--- config.mk ---
export PLATFORM = sky130hd
export DESIGN_NAME = lane_serializer_4
export DESIGN_NICKNAME = d
export VERILOG_FILES = /design/src/rtl/lane_serializer_pkg.sv /design/src/rtl/lane_serializer_4.sv
export SDC_FILE = /design/constraint.sdc
export NUM_CORES = 1
export LEC_CHECK = 0
export BUFFER_PORTS_ARGS = -buffer_cell sky130_fd_sc_hd__buf_2
export CAP_MARGIN = 20
export CORE_MARGIN = 1.5
export CORE_UTILIZATION = 51
export DETAILED_ROUTE_END_ITERATION = 10
export HOLD_SLACK_MARGIN = 0.03
export PLACE_DENSITY = 0.84
export RECOVER_POWER = 100
export SLEW_MARGIN = 20
export SYNTH_ARGS = -nofsm -noshare
export SYNTH_HDL_FRONTEND = slang
export SYNTH_SLANG_ARGS = --single-unit
--- constraint.sdc ---
create_clock -name clk -period 2.1 [get_ports clk]
set_input_delay 0.42 -clock clk [delete_from_list [all_inputs] [get_ports clk]]
set_output_delay 0.42 -clock clk [all_outputs]
set_load 0.1 [all_outputs]
--- src/rtl/lane_serializer_pkg.sv ---
// Shared definitions for the 4-lane serializer.
//   LANES       : number of parallel lanes in one input group
//   lane_idx_t  : lane index / last-lane length type
//   ser_state_e : serializer FSM states
package lane_serializer_pkg;

    localparam int LANES = 4;

    typedef logic [1:0] lane_idx_t;

    typedef enum logic {
        SER_IDLE,
        SER_SEND
    } ser_state_e;

endpackage

--- src/rtl/lane_serializer_4.sv ---
// Serializes one 4-lane group of DATA_WIDTH-bit words into a stream of
// single-word beats, lane 0 first, tagging each beat with its lane index and
// a last-beat marker.
//
// Ports:
//   clk, rst_n          : clock (rising edge), asynchronous active-low reset
//   in_valid, in_ready  : input group handshake
//   in_data1..in_data4  : lane 0..3 words
//   in_len              : index of the last lane to emit (0 = lane 0 only)
//   out_valid, out_ready: output beat handshake
//   out_data            : current lane word
//   out_lane            : lane index of the current beat
//   out_last            : high on the final beat of the group
//
// Handshake: a transfer happens on a rising edge where valid && ready are
// both high. The producer holds valid and its payload stable until the
// transfer; the consumer may change ready freely. While out_valid is high and
// out_ready is low, every output holds its value.
module lane_serializer_4
    import lane_serializer_pkg::*;
#(
    parameter int DATA_WIDTH = 16
) (
    input  logic                  clk,
    input  logic                  rst_n,
    input  logic                  in_valid,
    output logic                  in_ready,
    input  logic [DATA_WIDTH-1:0] in_data1,
    input  logic [DATA_WIDTH-1:0] in_data2,
    input  logic [DATA_WIDTH-1:0] in_data3,
    input  logic [DATA_WIDTH-1:0] in_data4,
    input  logic [1:0]            in_len,
    output logic                  out_valid,
    input  logic                  out_ready,
    output logic [DATA_WIDTH-1:0] out_data,
    output logic [1:0]            out_lane,
    output logic                  out_last
);

    ser_state_e            state;
    ser_state_e            state_next;
    logic [DATA_WIDTH-1:0] lane_buf [LANES];
    lane_idx_t             idx;
    lane_idx_t             len;
    logic                  last_beat;
    logic                  capture;
    logic                  advance;
    logic                  go_idle;

    // State register.
    always_ff @(posedge clk or negedge rst_n) begin
        if (!rst_n) begin
            state <= SER_IDLE;
        end else begin
            state <= state_next;
        end
    end

    // Next state and handshake outputs.
    always_comb begin
        state_next = state;
        capture    = 1'b0;
        advance    = 1'b0;
        go_idle    = 1'b0;
        in_ready   = 1'b0;
        out_valid  = 1'b0;
        last_beat  = (idx == len);
        case (state)
            SER_IDLE: begin
                in_ready = 1'b1;
                if (in_valid) begin
                    capture    = 1'b1;
                    state_next = SER_SEND;
                end
            end
            SER_SEND: begin
                out_valid = 1'b1;
                if (out_ready) begin
                    if (last_beat) begin
                        // The final beat leaves this edge, so a waiting group
                        // can be taken in the same cycle with no bubble. This
                        // makes in_ready combinational on out_ready.
                        in_ready = 1'b1;
                        if (in_valid) begin
                            capture = 1'b1;
                        end else begin
                            go_idle    = 1'b1;
                            state_next = SER_IDLE;
                        end
                    end else begin
                        advance = 1'b1;
                    end
                end
            end
            default: begin
                state_next = SER_IDLE;
            end
        endcase
    end

    // Group buffer, captured length and beat index. idx only counts up to
    // len, so it never wraps past lane 3.
    always_ff @(posedge clk or negedge rst_n) begin
        if (!rst_n) begin
            for (int i = 0; i < LANES; i++) begin
                lane_buf[i] <= '0;
            end
            idx <= '0;
            len <= '0;
        end else if (capture) begin
            lane_buf[0] <= in_data1;
            lane_buf[1] <= in_data2;
            lane_buf[2] <= in_data3;
            lane_buf[3] <= in_data4;
            len         <= in_len;
            idx         <= '0;
        end else if (advance) begin
            idx <= idx + 2'd1;
        end else if (go_idle) begin
            idx <= '0;
        end
    end

    assign out_data = lane_buf[idx];
    assign out_lane = idx;
    assign out_last = out_valid && last_beat;

endmodule

==> metrics.csv <==
stage,metric,value,unit
status,status,"finished, violations left",
status,violations,setup timing,
setup_path,critPathRequiredTime,1680,ps
finish,syn_to_final_growth,30.9,%
clock_network,cts.sinks,69,
synthesis,synth_edf_count,0,
synthesis,mappedNetlistArea,3100,um^2
detailed_routing,dr.pass1.iters,4,
sta,final_max_slew_viol_count,0,
clock_network,cts_tree,done,
clock_network,htreeDepth,3,
setup_path,ff2ff_setup_slack,50,ps
setup_path,reg2reg_depth,6,
synthesis,synth_area_per_cell,16.3,um^2
clock_network,path_clk_slew,70,ps
global_route,grt_use_total,21.2,%
global_route,grt_max_degree,70,
detailed_routing,vias_per_cell,5.44,
detailed_routing,vias,2018,
global_route,grt.overflow.total,0,
detailed_routing,routedWlPerCell,17.0,um
clock_network,cts_buffers,9,
clock_network,cts_hold_buffers,0,
detailed_routing,ant_nets,0,
detailed_routing,drc,0,
sta,rsz0062_at_grt,true,
sta,skew,7.88,ps
sta,setup_tns,-80.1,ps
clock_network,clock_latency,340,ps
setup_path,worstSetupPathType,flip-flop to output port,
die,start_util,52.7,%
setup_path,cp-start-kind,flip-flop,
die,num_rows,28,
min_path,hold_path_class,input pin to async pin,
synthesis,synth_seq_area_share,55.6,%
die,core_area,5890,um^2
synthesis,async_flop_share,100,%
placed_design,routabilityCongestion,0.756,
sta,worstMarginPinSlew,494,ps
sta,finalCriticalPeriod,2110,ps
finish,drive_gt1_share,52.2,%
placed_design,dp_hpwl,4.19,mm
setup_path,r2r_end,lane_buf[58],
finish,nets,360,
clock_network,cts_buffer_depth,2,
synthesis,yosys_warnings,0,
synthesis,yosysUniqueCellTypes,31,
setup_path,cp.arrival,1690,ps
clock_network,ctsRootBufferMaster,clkbuf_8,
setup_path,r2r_start,out_lane[0],
global_route,antenna_found_initial,1,
synthesis,synth_seq_cells,69,
synthesis,synth_cells,190,
die,die_h,81,um
setup_path,crit_fanout,6,
sta,setup_ws,-14.4,ps
sta,setup_viol,9,
sta,fmax,473,MHz
placed_design,portBuffers,90,
synthesis,synthesis.nets,260,
die,die_x,81,um
synthesis,synthFlopType,dfrtp_1,
flow_run,drv_cap,0,
sta,fin_crit_sh,101,%
setup_path,end_kind,output port,
sta,slew_headroom,67.3,%
detailed_routing,drt_iter0_drc,94,
detailed_routing,routed_wl,6.32,mm
global_route,grt_pass1_wl,10.1,mm
die,ios,91,
die,die-area,6560,um^2
global_route,grt_pass1_vias,2141,
sta,hold_viol,0,
## cells in the final DEF, fill, tap and decap left out, types with 2 or more instances in the layout
cell	synthesis	routed
dfrtp_1	69	66
nand3_1	3	2
mux4_2	16	16
clkbuf_1	1	3
buf_2	3	71
mux2_1	49	49
buf_4	1	4
buf_12	0	7
clkinv_2	0	4
clkbuf_8	0	9
dfrtp_4	0	2
inv_1	2	2
nor2b_1	4	4
buf_6	5	15
a21oi_1	2	2
mux2_2	15	15
## stage by stage
step	worst slack, ps	hold WS, ps	utilization [%]	cells	area [um^2]
floorplan	-31.8	124	-	190	3130
global placement	105	470	62.7	349	3690
detailed placement	87.9	474	62.7	349	3690
CTS	-28.2	103	68.2	368	4010
global route	-55.9	167	69.0	370	4060
finish	-14.4	111	69.0	371	4060
## area by class of cell
class                   instances  area (um^2)
diodes                          1         2.50
clock inverters                 5         27.5
repair buffers                100          738
multi-input cells             108         1330
well taps                      75         93.8
fillers                       422         1820
flip-flops and latches         69         1740
clock buffers                  11          131
inverters                       2         7.51
## registers in the layout, summed over array words and instances (netlist names)
signal	cells
out_lane	2
state	1
lane_buf	64
len	2
## worst max-delay path by stage
stage	start	endpoint	slack [ps]	cells past startpoint
after global placement	out_lane[0]	lane_buf[43]	110	4
final	out_lane[0]	out_data[14]	-10	3
after floorplan	out_lane[0]	out_data[3]	-30	2
after CTS	out_lane[0]	out_data[3]	-30	3
after global routing	out_lane[0]	out_data[14]	-60	3
after detailed placement	out_lane[0]	lane_buf[58]	90	4
## critical path, stage by stage (launching register included)
cell     delay, ps
dfrtp_4        470
buf_12         140
mux4_2         540
buf_8          200
## routing by layer
| metal | vias up | GRT usage [%] | share of wire [%] |
|---|---|---|---|
| li1 | 915 | - | - |
| met2 | 61 | 35.4 | 51 |
| met3 | 12 | 5.17 | 5.5 |
| met1 | 1030 | 25.4 | 41 |
| met5 | - | 0 | 0 |
| met4 | 0 | 11.2 | 2.3 |
## cell usage after synthesis (2+ instances only)
| library cell | count | area share, % |
|---|---|---|
| nand3_1 | 3 | 0.48 |
| buf_6 | 5 | 1.8 |
| inv_1 | 2 | 0.24 |
| mux2_1 | 49 | 18 |
| buf_2 | 3 | 0.48 |
| dfrtp_1 | 69 | 56 |
| nor2b_1 | 4 | 0.81 |
| nand2_1 | 2 | 0.24 |
| a21oi_1 | 2 | 0.32 |
| mux4_2 | 16 | 12 |
| mux2_2 | 15 | 5.4 |
## cell families after synthesis
group	synth area share, %
AND/OR/NAND/NOR	2.82
XOR/XNOR	1.09
flip-flops	55.6
multiplexers	34.8
buffers and inverters	3.02
AO/OA/AOI/OAI	2.58
## timing repair
action	4_1_cts	5_1_grt
gates cloned	0	1
endpoints found under the setup margin	18	18
buffers inserted	3	1
resized for setup	35	4
pin swaps	1	2
Power is left out: the tool's default activity adds up to more than one toggle a clock period on the data nets, which glitch-free logic cannot reach.
